===== src/rtl/sr_bank_pkg.sv =====
// sr_bank_pkg: conflict-resolution encodings and lockout counter sizing for the SR latch bank
package sr_bank_pkg;

    localparam int PRIO_RESET  = 0;
    localparam int PRIO_SET    = 1;
    localparam int PRIO_HOLD   = 2;
    localparam int PRIO_TOGGLE = 3;

    function automatic int lockout_w(input int cycles);
        return (cycles < 1) ? 1 : $clog2(cycles + 1);
    endfunction

endpackage


===== src/rtl/sr_channel.sv =====
// sr_channel: one set/reset storage element with conflict resolution, minimum-off lockout and event flags
module sr_channel
    import sr_bank_pkg::*;
#(
    parameter int PRIORITY       = PRIO_RESET,
    parameter int LOCKOUT_CYCLES = 8
) (
    input  logic clk,
    input  logic rst_n,
    input  logic en,
    input  logic clear,
    input  logic set,
    input  logic reset,
    output logic q,
    output logic locked,
    output logic changed,
    output logic conflict
);

    localparam int CNT_W = lockout_w(LOCKOUT_CYCLES);

    logic             q_q, q_d;
    logic             changed_q, changed_d;
    logic             conflict_q, conflict_d;
    logic [CNT_W-1:0] cnt_q, cnt_d;
    logic             both, blocked, resolved;

    always_comb begin
        both       = set & reset;
        // the counter reaches zero on the edge where it reads 1, so q stays low exactly LOCKOUT_CYCLES cycles
        blocked    = (LOCKOUT_CYCLES != 0) && (cnt_q > CNT_W'(1));
        resolved   = (PRIORITY == PRIO_RESET) ? 1'b0 :
                     (PRIORITY == PRIO_SET)   ? !blocked :
                     (PRIORITY == PRIO_HOLD)  ? q_q : (!q_q && !blocked);
        q_d        = clear ? 1'b0 : !en ? q_q : both ? resolved : reset ? 1'b0 : set ? (q_q | !blocked) : q_q;
        cnt_d      = (LOCKOUT_CYCLES == 0) ? '0 :
                     (q_q && !q_d) ? CNT_W'(LOCKOUT_CYCLES) :
                     (cnt_q != '0) ? cnt_q - CNT_W'(1) : cnt_q;
        changed_d  = q_d != q_q;
        conflict_d = en & both;
    end

    always_ff @(posedge clk or negedge rst_n) begin
        if (!rst_n) begin
            q_q        <= 1'b0;
            cnt_q      <= '0;
            changed_q  <= 1'b0;
            conflict_q <= 1'b0;
        end else begin
            q_q        <= q_d;
            cnt_q      <= cnt_d;
            changed_q  <= changed_d;
            conflict_q <= conflict_d;
        end
    end

    assign q        = q_q;
    assign locked   = cnt_q != '0;
    assign changed  = changed_q;
    assign conflict = conflict_q;

endmodule


===== src/rtl/sr_latch_bank.sv =====
// sr_latch_bank: CHANNELS independent clocked SR channels sharing enable and synchronous clear
module sr_latch_bank
    import sr_bank_pkg::*;
#(
    parameter int CHANNELS       = 4,
    parameter int PRIORITY       = PRIO_RESET,
    parameter int LOCKOUT_CYCLES = 8
) (
    input  logic                clk,
    input  logic                rst_n,
    input  logic                en,
    input  logic                clear,
    input  logic [CHANNELS-1:0] set,
    input  logic [CHANNELS-1:0] reset,
    output logic [CHANNELS-1:0] q,
    output logic [CHANNELS-1:0] locked,
    output logic [CHANNELS-1:0] changed,
    output logic [CHANNELS-1:0] conflict
);

    for (genvar i = 0; i < CHANNELS; i++) begin : g_ch
        sr_channel #(
            .PRIORITY      (PRIORITY),
            .LOCKOUT_CYCLES(LOCKOUT_CYCLES)
        ) u_ch (
            .clk     (clk),
            .rst_n   (rst_n),
            .en      (en),
            .clear   (clear),
            .set     (set[i]),
            .reset   (reset[i]),
            .q       (q[i]),
            .locked  (locked[i]),
            .changed (changed[i]),
            .conflict(conflict[i])
        );
    end

endmodule


===== config.mk =====
export PLATFORM = sky130hd
export DESIGN_NAME = sr_latch_bank
export DESIGN_NICKNAME = d
export VERILOG_FILES = /design/src/rtl/sr_bank_pkg.sv /design/src/rtl/sr_channel.sv /design/src/rtl/sr_latch_bank.sv
export SDC_FILE = /design/constraint.sdc
export NUM_CORES = 1
export LEC_CHECK = 0
export ABC_AREA = 0
export CORE_UTILIZATION = 50
export DETAILED_ROUTE_END_ITERATION = 16
export GPL_TIMING_DRIVEN = 0
export HOLD_SLACK_MARGIN = 0.12
export PLACE_DENSITY = 0.76
export SLEW_MARGIN = 20
export SYNTH_ARGS = -nofsm -noshare
export SYNTH_HDL_FRONTEND = slang
export SYNTH_SLANG_ARGS = --single-unit

===== constraint.sdc =====
create_clock -name clk -period 4.4 [get_ports clk]
set_clock_uncertainty 0.15 [all_clocks]
set_input_delay 0.44 -clock clk [delete_from_list [all_inputs] [get_ports clk]]
set_output_delay 0.44 -clock clk [all_outputs]
set_load 0.01 [all_outputs]

==> impl_metrics.xml <==
<?xml version="1.0" encoding="UTF-8"?>
<metrics>
  <group name="floorplanning">
    <metric name="dieArea" unit="um^2">3450</metric>
    <metric name="vertical_extent_of_the_die" unit="um">58.7</metric>
    <metric name="num_io_pins" unit="">28</metric>
    <metric name="start_util" unit="%">52.7</metric>
    <metric name="dieWidth" unit="um">58.7</metric>
    <metric name="coreArea" unit="um^2">3050</metric>
    <metric name="floorplan.rows" unit="">20</metric>
  </group>
  <group name="pwr">
    <metric name="switchingPower" unit="mW">0.387</metric>
    <metric name="pwr-share-clk" unit="%">11.2</metric>
    <metric name="cell_internal_pwr" unit="mW">0.709</metric>
    <metric name="p_seq_share" unit="%">40.9</metric>
    <metric name="cellPowerDensity" unit="nW/um^2">555</metric>
    <metric name="switching_power_as_a_share_of_total_power" unit="%">35.3</metric>
    <metric name="power.leakage" unit="nW">1.02</metric>
    <metric name="ir_drop" unit="V">0.000314</metric>
    <metric name="part_of_the_power_in_combinational_logic" unit="%">47.9</metric>
  </group>
  <group name="synth">
    <metric name="syn-num-nets" unit="">173</metric>
    <metric name="synth.yosys.warnings" unit="">0</metric>
    <metric name="postSynth.topFlopCell" unit="">sky130_fd_sc_hd__dfrtp_1</metric>
    <metric name="yosys.cell_types.count" unit="">26</metric>
    <metric name="cell_count_after_synthesis" unit="">149</metric>
    <metric name="number_of_flops_mapped_to_enable_cells_by_yosys" unit="">0</metric>
    <metric name="synthesis.area" unit="um^2">1610</metric>
    <metric name="synth-seq-cells" unit="">28</metric>
    <metric name="postSynthAreaPerCell" unit="um^2">10.8</metric>
    <metric name="proportion_of_synthesized_flip_flops_having_asynchronous_set_or_reset" unit="%">100</metric>
    <metric name="sequential_share_of_the_synthesized_area" unit="%">43.6</metric>
  </group>
  <group name="timing">
    <metric name="period_minus_slack" unit="ns">2.71</metric>
    <metric name="final.period_utilization" unit="%">61.6</metric>
    <metric name="final.setup.tns" unit="ns">0</metric>
    <metric name="setup_viol_count_final" unit="">0</metric>
    <metric name="finalHoldViolations" unit="">0</metric>
    <metric name="fin_ws" unit="ns">1.69</metric>
    <metric name="timing.slew.headroom" unit="%">59.2</metric>
    <metric name="achievable-frequency" unit="MHz">369</metric>
    <metric name="grt_setup_unrepaired" unit="">false</metric>
    <metric name="tightestPinTransition" unit="ns">0.612</metric>
    <metric name="final_max_slew_viol_count" unit="">0</metric>
  </group>
  <group name="min_path">
    <metric name="hold_path_depth" unit="">1</metric>
    <metric name="timing.hold.worst.start" unit="">g_ch[3].u_ch.q</metric>
    <metric name="hold_end" unit="">g_ch[3].u_ch.q</metric>
    <metric name="hold_path.class" unit="">reg -&gt; reg</metric>
  </group>
  <group name="critical_path">
    <metric name="cp_cell_sequence" unit="">inv_1 -&gt; ha_1 -&gt; or3b_4 -&gt; buf_4 -&gt; clkdlybuf4s50_1</metric>
    <metric name="slowest_delay" unit="ns">0.47</metric>
    <metric name="capturing_point_of_the_worst_reg2reg_path" unit="">g_ch[0].u_ch.cnt_q[0]</metric>
    <metric name="crit_fanout" unit="">6</metric>
    <metric name="r2r_start" unit="">g_ch[0].u_ch.cnt_q[0]</metric>
    <metric name="rr_worst_depth" unit="">7</metric>
    <metric name="cp-end-kind" unit="">output port</metric>
    <metric name="worst_reg_to_reg_setup_slack" unit="ns">2.10</metric>
    <metric name="required" unit="ns">3.81</metric>
    <metric name="critical_path.startpoint_type" unit="">flop</metric>
    <metric name="classification_of_the_worst_setup_path" unit="">reg -&gt; out</metric>
    <metric name="timing.critical_path.slowest_stage_cell" unit="">sky130_fd_sc_hd__clkdlybuf4s50_1</metric>
    <metric name="cp_data_arrival_time" unit="ns">2.12</metric>
  </group>
  <group name="global_route">
    <metric name="number_of_antenna_violations_at_the_first_check_in_global_routing" unit="">0</metric>
    <metric name="grt_first_pass_wirelength" unit="um">4740</metric>
    <metric name="globalRoute.totalOverflow" unit="">0</metric>
    <metric name="groute.usage.overall" unit="%">18.1</metric>
    <metric name="grt_start_max_net_pins" unit="">29</metric>
    <metric name="first_global_vias" unit="">1139</metric>
  </group>
  <group name="run">
    <metric name="maxCapViolations" unit="">0</metric>
  </group>
  <group name="cts">
    <metric name="clock_latency" unit="ns">0.31</metric>
    <metric name="clk_pin_slew_worst_paths" unit="ns">0.15</metric>
    <metric name="cts.htree.levels" unit="">1</metric>
    <metric name="cts_resized" unit="">0</metric>
    <metric name="tritoncts_clock_tree" unit="">built</metric>
    <metric name="clkSinkCount" unit="">28</metric>
    <metric name="clk_root_buffer_cell" unit="">sky130_fd_sc_hd__clkbuf_4</metric>
    <metric name="clock_buffers_created_by_tritoncts" unit="">3</metric>
    <metric name="cts_max_path_buffers" unit="">2</metric>
    <metric name="post_cts_buffers" unit="">0</metric>
  </group>
  <group name="routing">
    <metric name="vias_per_cell" unit="">5.16</metric>
    <metric name="drc" unit="">0</metric>
    <metric name="final_ant_viol_nets" unit="">0</metric>
    <metric name="vias" unit="">1161</metric>
    <metric name="detailedRoute.firstIterationViolations" unit="">24</metric>
    <metric name="postRouteWirelength" unit="um">2800</metric>
    <metric name="drt_first_pass_iters" unit="">3</metric>
    <metric name="wl_per_cell" unit="um">12.5</metric>
  </group>
  <group name="placed_design">
    <metric name="post-dp-hpwl" unit="um">2130</metric>
    <metric name="detailedPlace.worstSlack" unit="ns">1.91</metric>
    <metric name="io_buffers" unit="">27</metric>
    <metric name="place_congestion" unit="">0.778</metric>
  </group>
  <group name="final_layout">
    <metric name="finalNetCount" unit="">206</metric>
    <metric name="storage_cell_area" unit="um^2">701</metric>
    <metric name="antennaDiodeCount" unit="">0</metric>
    <metric name="final_util" unit="%">64.7</metric>
    <metric name="layout.filler_cells" unit="">261</metric>
    <metric name="area_of_the_multi_input_gates" unit="um^2">729</metric>
    <metric name="share_of_layout_cells_above_drive_strength_1" unit="%">18.8</metric>
    <metric name="area_growth_from_synthesis_to_layout" unit="%">22.8</metric>
  </group>
  <group name="status">
    <metric name="run_status" unit="">complete, no violations</metric>
  </group>
</metrics>
state kept, by name (all words and copies together), names as in the netlist:
name and count:
g_ch.u_ch.cnt_q 16, g_ch.u_ch.changed 4, g_ch.u_ch.conflict 4, g_ch.u_ch.q 4
metrics by stage:
| stage | instance area [um^2] | std cells | hold WS (ns) | total power [mW] |
|---|---|---|---|---|
| after floorplan | 1610 | 149 | -0.00559 | 0.826 |
| after global placement | 1930 | 220 | 0.430 | 0.942 |
| after detailed placement | 1930 | 220 | 0.340 | 0.982 |
| after CTS | 1970 | 225 | 0.470 | 1.11 |
| after global routing | 1970 | 225 | 0.492 | 1.19 |
| final | 1970 | 225 | 0.468 | 1.10 |
worst max-delay path: cells and delay by family (launching register included):
family / cells / cell delay (ns)
buffers and inverters: 3 / 0.69
flip-flops: 1 / 0.46
AND/OR/NAND/NOR: 1 / 0.42
adder cells (fa/ha/maj): 1 / 0.23
cells in the mapped netlist (all sizes together), types with 5 or more instances:
cell,n,share of area (%)
a21oi,8,2.5
buf,16,7.5
dfrtp,28,44
ha,12,9.3
inv,14,3.3
mux2,6,4.7
nor2,10,2.3
nor2b,5,1.9
cell families (layout without fill, tap and decap cells):
kind of cell	Yosys count	in the layout	share of synthesized area, %
AOI/OAI and AO/OA	26	26	12.1
DFF	28	28	43.6
and+or+nand+nor	46	46	19.2
muxes	6	6	4.67
adders and majority gates	12	12	9.34
buffers and inverters	31	63	11.1
worst max path at each step:
stage / start / to / slack, ns
floorplan: g_ch[0].u_ch.cnt_q[0] / g_ch[0].u_ch.cnt_q[0] / 2.27
global placement: en / g_ch[0].u_ch.cnt_q[0] / 1.94
detailed placement: en / g_ch[1].u_ch.cnt_q[3] / 1.91
CTS: g_ch[0].u_ch.cnt_q[0] / locked[0] / 1.67
global route: g_ch[0].u_ch.cnt_q[0] / locked[0] / 1.60
finish: g_ch[3].u_ch.cnt_q[0] / locked[3] / 1.69
layout make-up:
type / instances / share of cell area [%]
Sequential cell: 28 / 35.5
Timing Repair Buffer: 28 / 13.9
Buffer: 17 / 6.34
Clock buffer: 4 / 1.84
Multi-Input combinational cell: 90 / 36.9
Tap cell: 44 / 2.79
Inverter: 14 / 2.66
power groups by stage:
stage          Sequential [mW]  Clock [mW]  Combinational (mW)
2_1_floorplan            0.427           0               0.399
6_report                 0.449       0.123               0.525
4_1_cts                  0.446       0.127               0.534
5_1_grt                  0.463       0.135               0.595
3_3_place_gp             0.444           0               0.498
3_5_place_dp             0.451           0               0.531
repair_timing:
action,CTS,global route
setup endpoints to repair,0,0
hold endpoints to repair,28,0
hold buffers,1,0
layout by cell type, fill, tap and decap left out, types with 5 or more instances in the layout:
cell	netlist	routed
sky130_fd_sc_hd__nor2_1	10	10
sky130_fd_sc_hd__inv_1	14	14
sky130_fd_sc_hd__buf_4	16	16
sky130_fd_sc_hd__a21oi_1	8	8
sky130_fd_sc_hd__dfrtp_1	28	28
sky130_fd_sc_hd__clkdlybuf4s50_1	0	26
sky130_fd_sc_hd__nor2b_1	5	5
sky130_fd_sc_hd__ha_1	12	12
routing by layer:
layer	track usage, %	wire length, um	up-vias	part of all wire (%)
li1	-	-	573	-
met1	20.6	1240	566	44
met2	34.6	1460	18	52
met3	2.64	71	4	2.5
met4	5.44	31	0	1.1
met5	0	0	-	0
No activity file was read; power rests on OpenSTA's default activity.
